==> src/rtl/seq_det_param.sv <==
// seq_det_param: run-time loadable serial sequence detector.
// A pattern of 1..MAX_LEN bits is shifted in MSB first while 'load' is held,
// then the din stream is compared against it through a sliding window.
// Each hit gives a one-cycle 'match' pulse and bumps a saturating counter.
module seq_det_param #(
    parameter int MAX_LEN = 16,
    parameter int LEN_W   = 5,
    parameter int CNT_W   = 8
) (
    input  logic             clk,
    input  logic             rst,
    input  logic             load,
    input  logic             din,
    input  logic             din_valid,
    input  logic [LEN_W-1:0] len,
    input  logic             overlap,
    input  logic             clear,
    output logic             armed,
    output logic             match,
    output logic [CNT_W-1:0] match_cnt
);

    typedef enum logic [1:0] {
        IDLE   = 2'd0,
        LOAD   = 2'd1,
        DETECT = 2'd2
    } state_t;

    localparam logic [LEN_W-1:0] MAX_LEN_L = LEN_W'(MAX_LEN);
    localparam logic [LEN_W-1:0] ONE_L     = LEN_W'(1);
    localparam logic [CNT_W-1:0] CNT_MAX   = '1;

    state_t             state;
    state_t             state_nxt;

    logic [MAX_LEN-1:0] pat;
    logic [MAX_LEN-1:0] pat_nxt;
    logic [MAX_LEN-1:0] hist;
    logic [MAX_LEN-1:0] hist_nxt;
    logic [MAX_LEN-1:0] hist_shift;
    logic [MAX_LEN-1:0] cmp_mask;

    logic [LEN_W-1:0]   len_q;
    logic [LEN_W-1:0]   len_q_nxt;
    logic [LEN_W-1:0]   len_clamped;
    logic [LEN_W-1:0]   load_cnt;
    logic [LEN_W-1:0]   load_cnt_nxt;
    logic [LEN_W-1:0]   fill_cnt;
    logic [LEN_W-1:0]   fill_cnt_nxt;
    logic [LEN_W-1:0]   fill_sat;

    // One extra bit so the +1 can never wrap, even when MAX_LEN = 2**LEN_W-1.
    logic [LEN_W:0]     load_inc;
    logic [LEN_W:0]     fill_inc;

    logic               ovl_q;
    logic               ovl_q_nxt;
    logic               match_nxt;
    logic [CNT_W-1:0]   match_cnt_nxt;
    logic               hit;

    assign armed = (state == DETECT);

    // Clamp the requested length: 0 or anything above MAX_LEN means MAX_LEN.
    always_comb begin
        len_clamped = len;
        if ((len == '0) || (len > MAX_LEN_L)) begin
            len_clamped = MAX_LEN_L;
        end
    end

    // Window compare: only the low len_q bits of the updated history and
    // the pattern take part; the window must also hold len_q fresh bits.
    always_comb begin
        hist_shift = {hist[MAX_LEN-2:0], din};
        cmp_mask   = ~({MAX_LEN{1'b1}} << len_q);
        load_inc   = {1'b0, load_cnt} + 1'b1;
        fill_inc   = {1'b0, fill_cnt} + 1'b1;
        fill_sat   = (fill_inc >= {1'b0, len_q}) ? len_q : fill_inc[LEN_W-1:0];
        hit        = (state == DETECT) && din_valid
                     && (fill_inc >= {1'b0, len_q})
                     && (((hist_shift ^ pat) & cmp_mask) == '0);
    end

    // Next-state and next-datapath logic; priority is load > clear > detect.
    always_comb begin
        state_nxt     = state;
        pat_nxt       = pat;
        hist_nxt      = hist;
        len_q_nxt     = len_q;
        load_cnt_nxt  = load_cnt;
        fill_cnt_nxt  = fill_cnt;
        ovl_q_nxt     = ovl_q;
        match_nxt     = 1'b0;
        match_cnt_nxt = match_cnt;

        if (load && (state != LOAD)) begin
            // First load cycle, either from IDLE or as a restart from DETECT.
            len_q_nxt     = len_clamped;
            pat_nxt       = '0;
            load_cnt_nxt  = '0;
            fill_cnt_nxt  = '0;
            match_cnt_nxt = '0;
            state_nxt     = LOAD;
            if (din_valid) begin
                pat_nxt      = {{(MAX_LEN-1){1'b0}}, din};
                load_cnt_nxt = ONE_L;
                if (len_clamped == ONE_L) begin
                    state_nxt = DETECT;
                    ovl_q_nxt = overlap;
                end
            end
        end else begin
            case (state)
                LOAD: begin
                    if (!load) begin
                        // Early release: drop the partial pattern and disarm.
                        state_nxt = IDLE;
                    end else if (din_valid) begin
                        pat_nxt      = {pat[MAX_LEN-2:0], din};
                        load_cnt_nxt = load_inc[LEN_W-1:0];
                        if (load_inc == {1'b0, len_q}) begin
                            state_nxt = DETECT;
                            ovl_q_nxt = overlap;
                        end
                    end
                end
                DETECT: begin
                    if (din_valid) begin
                        hist_nxt     = hist_shift;
                        fill_cnt_nxt = fill_sat;
                        if (hit) begin
                            match_nxt = 1'b1;
                            if (match_cnt != CNT_MAX) begin
                                match_cnt_nxt = match_cnt + 1'b1;
                            end
                            if (!ovl_q) begin
                                fill_cnt_nxt = '0;
                            end
                        end
                    end
                end
                default: begin
                end
            endcase

            if (clear) begin
                match_cnt_nxt = '0;
                fill_cnt_nxt  = '0;
            end
        end
    end

    // State register.
    always_ff @(posedge clk or posedge rst) begin
        if (rst) begin
            state <= IDLE;
        end else begin
            state <= state_nxt;
        end
    end

    // Datapath registers: pattern, history, counters and the match pulse.
    always_ff @(posedge clk or posedge rst) begin
        if (rst) begin
            pat       <= '0;
            hist      <= '0;
            len_q     <= MAX_LEN_L;
            load_cnt  <= '0;
            fill_cnt  <= '0;
            ovl_q     <= 1'b0;
            match     <= 1'b0;
            match_cnt <= '0;
        end else begin
            pat       <= pat_nxt;
            hist      <= hist_nxt;
            len_q     <= len_q_nxt;
            load_cnt  <= load_cnt_nxt;
            fill_cnt  <= fill_cnt_nxt;
            ovl_q     <= ovl_q_nxt;
            match     <= match_nxt;
            match_cnt <= match_cnt_nxt;
        end
    end

endmodule

==> config.mk <==
export PLATFORM = sky130hd
export DESIGN_NAME = seq_det_param
export DESIGN_NICKNAME = d
export VERILOG_FILES = /design/src/rtl/seq_det_param.sv
export SDC_FILE = /design/constraint.sdc
export NUM_CORES = 1
export LEC_CHECK = 0
export BUFFER_PORTS_ARGS = -buffer_cell sky130_fd_sc_hd__buf_2
export CORE_ASPECT_RATIO = 1.1
export CORE_MARGIN = 10
export CORE_UTILIZATION = 54
export CTS_CLUSTER_DIAMETER = 150
export DETAILED_ROUTE_END_ITERATION = 16
export HOLD_SLACK_MARGIN = 0.08
export PLACE_DENSITY_LB_ADDON = 0.08
export SETUP_SLACK_MARGIN = 0.1
export SYNTH_ARGS = -nofsm -noshare
export SYNTH_HDL_FRONTEND = slang
export SYNTH_SLANG_ARGS = --single-unit
export TNS_END_PERCENT = 5
==> constraint.sdc <==
create_clock -name clk -period 2.3 [get_ports clk]
set_input_delay 0.23 -clock clk [delete_from_list [all_inputs] [get_ports clk]]
set_output_delay 0.23 -clock clk [all_outputs]
set_load 0.02 [all_outputs]
Word level (Yosys, flattened, before mapping)
Cells that the tools add are included.
{ "op_classes": {"add_sub_neg": 3, "order_cmp": 2, "n_eq_ne": 11, "n_shift": 1, "mux": 42, "bitwise_logic": 4, "reduce_logical": 21} }
{ "op_table": {"columns": ["cell", "n"], "rows": [
  ["$mux 16", 4],
  ["$mux 5", 12],
  ["$mux 8", 6],
  ["$and 16x16->16", 1],
  ["$logic_not 16->1", 1],
  ["$not 16->16", 1],
  ["$shl 16x5->16 const A", 1],
  ["$xor 16x16->16", 1],
  ["$mux 2", 7],
  ["$mux 1", 13],
  ["$add 5x1->6 const B", 2],
  ["$reduce_bool 3->1", 4],
  ["$reduce_and 3->1", 3],
  ["$add 8x1->8 const B", 1],
  ["$ne 8x8->1 const B", 1],
  ["$reduce_bool 2->1", 4],
  ["$eq 6x5->1", 1],
  ["$ge 6x5->1", 1],
  ["$ne 3x1->1 const B", 2],
  ["$reduce_and 6->1", 1],
  ["$eq 5x1->1 const B", 1],
  ["$gt 5x5->1 const B", 1],
  ["$logic_not 5->1", 1],
  ["$logic_and 1x1->1", 4],
  ["8 further kinds", 10]
]} }
{ "totals": {"ff_bits": 58, "input_bits": 12} }

Depth between registers and ports, before layout
{ "depth": {"ltp_word": 10, "depth_mapped": 11, "ltp_nobuf": 10} }

Least setup slack after synthesis
OpenSTA, ideal clock, no wires.
{ "synth_timing": {"kind": "reg2reg", "startpoint": "register fill_cnt[0]", "endpoint": "register fill_cnt[3]", "setup_ns": 0.077, "arrival_time_ns": 2.466, "setup_slack_ns": -0.242, "stages_incl_launch_ff": 12, "path_cell_list": "dfrtp_1 -> ha_1 -> xor2_1 -> ha_1 -> a21oi_1 -> o21ai_0 -> a31oi_1 -> and2_1 -> clkbuf_1 -> nor3_1 -> a211o_1 -> o21ai_1"} }
{ "synth_via": {"elab_chain_len": 9, "word_cells_on_any_way": 11, "classes_between": "add/sub (1); order compare (1); mux (7); reduce/logical (2)"} }
{ "synth_rtl": {"columns": ["item", "line", "rtl"], "rows": [
  ["start, declared", "48", "logic [LEN_W-1:0] fill_cnt;"],
  ["start signal, assigned", "179", "fill_cnt <= fill_cnt_nxt;"],
  ["$add 5x1->6 *", "78", "fill_inc = {1'b0, fill_cnt} + 1'b1;"],
  ["$ge 6x5->1", "79, 81", null],
  ["$mux 5 / $logic_and 1x1->1 (equally long branches)", "79, 81", null],
  ["$mux 5 / $logic_and 1x1->1 (equally long branches)", "137, 82", null],
  ["$mux 5 *", "132", "if (hit) begin"],
  ["$mux 5 *", "129", "if (din_valid) begin"],
  ["$mux 5 *", "114", "case (state)"],
  ["$mux 5 *", "147", "if (clear) begin"],
  ["$mux 5 *", "97", "if (load && (state != LOAD)) begin"]
]} }
Every way passes the cells marked *; elsewhere a longest branch is shown, timed or not. The select of a mux whose other input is x is not followed.
A chain may end at the register's enable or synchronous reset.

Worst setup path after layout
{ "layout_timing": {"startpoint": "register len_q[4]", "endpoint": "register fill_cnt[0]"} }
{ "layout_via": {"elab_chain_len": 10, "word_cells_on_any_way": 14, "classes_between": "order compare (1); shift (1); mux (7); bitwise (2); reduce/logical (3)"} }
{ "layout_rtl": {"columns": ["item", "line", "rtl"], "rows": [
  ["start, declared", "43", "logic [LEN_W-1:0] len_q;"],
  ["start signal, assigned", "177", "len_q <= len_q_nxt;"],
  ["$shl 16x5->16", "76", "cmp_mask = ~({MAX_LEN{1'b1}} << len_q);"],
  ["$not 16->16", "76", null],
  ["$and 16x16->16", "82", "&& (((hist_shift ^ pat) & cmp_mask) == '0);"],
  ["$logic_not 16->1", "82", null],
  ["$logic_and 1x1->1", "82", null],
  ["$mux 5 *", "132", null],
  ["$mux 5 *", "129", null],
  ["$mux 5 *", "114", null],
  ["$mux 5 *", "147", null],
  ["$mux 5 *", "97", null]
]} }
Marked as above.

==> summary.md <==
| Metric | Value |
|---|---|
| Actual slew at the worst max-slew pin | 0.5580 ns |
| Area growth syn-to-layout | 22.67% |
| Detailed Route WL | around 7.5 mm |
| Wire length per cell | 17.43 um |
| R2R depth | 8 |
| Cell-internal power | 1.995 mW |
| Fin crit period | 2.340 ns |
| Max Slew Vio Count | 0 |
| P_leak | 1.775 nW |
| Flops & latches, synth | 58 |
| Worst Hold Class | input pin to flop |
| Max Buffers Root-to-Sink | 2 |
| Grt ovf | 0 |
| CP startpoint | len_q[4]$_DFFE_PP1P_ |
| Avg Inst Size Synth | ~10 um2 |
| CTS H-tree depth | 3 |
| Core Util, Final | 0.6752 |
| Reg power frac | 0.409 |
| Post-synth EDFFs | 0 |
| PortBufs | 21 |
| Initial DRT Pass Iterations | 4 |
| Setup ws final | -0.03990 ns |
| Post-Synthesis Cells | 306 |
| R2R Path End | fill_cnt[0]$_DFFE_PP0P_ |
| Part of the power in the clock network | 0.322 |
| PwrDens | between 700 and 800 mW/mm2 |
| Failing checks | negative setup slack |
| Final setup viols | 7 |
| Fmax | 427.4 MHz |
| CP max FO | 7 |
| Core region area | about 0.0057 mm2 |
| Count leader, synth | dfrtp_1 |
| WP data required | 2.57 ns |
| Synthesized net count | 327 |
| Vias in the first global route | 2484 |
| Comb pwr share | 0.270 |
| Post-synthesis cell type count | 57 |
| Die H | around 100 um |
| Nets@finish | between 300 and 400 |
| First-pass GRT wire length | 11.92 mm |
| VDD IR max | 0.4330 mV |
| DRC viols | 0 |
| Commonest cells post-synth | dfrtp_1, nand2_1, o21ai_0 |
| Max Clock Skew | 0.007339 ns |
| Leading area contributor after synthesis | dfrtp_1 |
| Initial Utilization | 0.5504 |
| Async set-reset flop share out of synthesis | 1.000 |
| Final Wtd Congestion | 0.8157 |
| DR vias | about 2500 |
| Switching pwr | 0.9062 mW |
| Total Power | 2.901 mW |
| Critical path launch point type | flop |
| Critical Path End Type | flop |
| Later-pin clock latency in the skew report | 0.34 ns |
| FILL cells | approximately 480 |
| Synth Warn # | 0 |
| N_diodes | 0 |
| CP arrival | 2.61 ns |
| Final HPWL DP | 5.273 mm |
| Initial DRC Count | 152 |
| R2R setup slack | -0.04 ns |
| Die X | 92.66 um |
| CTS tree | built |
| Root buf cell | clkbuf_8 |
| Clock transition at path regs | around 0.07 ns |
| Switching Fraction | 0.3124 |
| Total negative slack | -0.2089 ns |
| Cts bufs inserted | 9 |
| Final Cycle Share | 1.017 |
| Max-cap viol count | 0 |
| Unrepaired setup endpoints after global routing | yes |
| Final Hold Viols | 0 |
| GRT Total Usage | 0.1586 |
| Initial antenna violation count | 0 |
| Capture point of the worst path | fill_cnt[0]$_DFFE_PP0P_ |
| I/O pins | 22 |
| DR vias/cell | 5.803 |
| Sinks on Clock Net | 58 |
| Outcome | complete, but fails checks |
| Share of post-route cells with drive strength above 1 | 0.3239 |
| Die area | 0.009258 mm2 |
| Seq/Total Area, Yosys | 0.4633 |
| Crit Path Category | flop to flop |
| DP Area | 0.003480 mm2 |
| Pin count of the biggest net entering global routing | 34 |
| Ys flop type | dfrtp_1 |
| Slew margin rel. | 0.6275 |
| Share of the synthesized area in the top cell type | 0.4549 |
| Mapped cell area | about 0.0031 mm2 |
| Fin area | 0.003846 mm2 |
| R2r startpoint | len_q[4]$_DFFE_PP1P_ |
| Synth top area cells | dfrtp_1, mux2_2, a22o_1 |
| Routed Antenna Nets | 0 |
| Rows | 29 |
==> state kept, by name, indices dropped and copies added, names as in the netlist <==
name,flops
fill_cnt,5
hist,15
len_q,5
load_cnt,5
match,1
match_cnt,8
ovl_q,1
pat,16
state,2
==> per-stage QoR <==
stage | std cells | hold WS [ns] | worst slack, ns
3_5_place_dp | 414 | 0.3176 | -0.1211
6_report | 432 | 0.1191 | -0.03990
3_3_place_gp | 414 | 0.3108 | -0.04940
5_1_grt | 432 | 0.1234 | -0.2134
2_1_floorplan | 306 | 0.3685 | 0.008644
4_1_cts | 430 | 0.1122 | -0.08263
==> how the worst min path moves through the flow <==
stage               depth (start not counted)                 endpoint     from
floorplan                                   2       pat[0]$_DFFE_PP0P_      din
global placement                            2  fill_cnt[2]$_DFFE_PP0P_      rst
detailed placement                          2  fill_cnt[4]$_DFFE_PP0P_      rst
CTS                                         2        ovl_q$_DFFE_PP0P_  overlap
global route                                2        ovl_q$_DFFE_PP0P_  overlap
finish                                      2        ovl_q$_DFFE_PP0P_  overlap
==> cells in the final DEF, fill, tap and decap left out, types with 11 or more instances in the layout <==
master	Yosys	final
xnor2_1	16	15
nor2_1	14	14
a21oi_1	15	13
buf_2	1	21
dfrtp_1	57	55
clkbuf_8	0	11
o21ai_0	20	19
buf_4	2	26
nand2_1	27	26
mux2_2	16	16
a22o_1	16	16
==> cell type report <==
| class | count | area, um2 | area share |
|---|---|---|---|
| timing repair buffer | 49 | 330.3 | 0.08588 |
| inverter | 11 | 41.29 | 0.01074 |
| multi-input combinational | 223 | 1732 | 0.4502 |
| clock buffer | 11 | 151.4 | 0.03936 |
| tap | 77 | 96.34 | 0.02505 |
| clock inverter | 3 | 40.04 | 0.01041 |
| sequential | 58 | 1455 | 0.3783 |
==> metal layers <==
layer	wire [um]	part of all wire	GRT usage
met1	3118	0.41	0.1935
met2	3794	0.50	0.2609
met3	487	0.065	0.03358
met4	127	0.017	0.07720
met5	0	0	0
==> critical path, cell delays in order (launching register included) <==
cell and delay, ns:
dfstp_2 0.64, buf_4 0.17, o22a_1 0.15, a211oi_2 0.08
a21oi_1 0.33, o22a_2 0.31, nor3_4 0.07, a211o_4 0.37
o21ai_1 0.13
==> power groups by stage <==
stage | Combinational (mW) | Sequential, mW | Clock (mW)
finish | 0.782 | 1.18 | 0.934
global route | 0.849 | 1.20 | 0.990
CTS | 0.694 | 1.18 | 0.950
detailed placement | 0.668 | 1.20 | 0
global placement | 0.657 | 1.20 | 0
floorplan | 0.485 | 1.15 | 0
==> logic make-up (layout without fill, tap and decap cells) <==
logic type / Yosys count / after routing / synth area share
AOI/OAI and AO/OA: 81 / 81 / 0.1716
muxes: 17 / 17 / 0.06065
DFF: 58 / 58 / 0.4633
buffers and inverters: 25 / 74 / 0.03751
adders and majority gates: 9 / 9 / 0.03591
xor gates and xnor gates: 27 / 27 / 0.07781
and+or+nand+nor: 89 / 89 / 0.1532
==> what timing repair did <==
item	in CTS	in global routing
hold buffers	1	0
resized for setup	7	23
pin swaps	8	10
setup buffers	1	2
setup endpoints to repair	14	14
hold endpoints to repair	25	0
(Power assumes the default switching activity.)
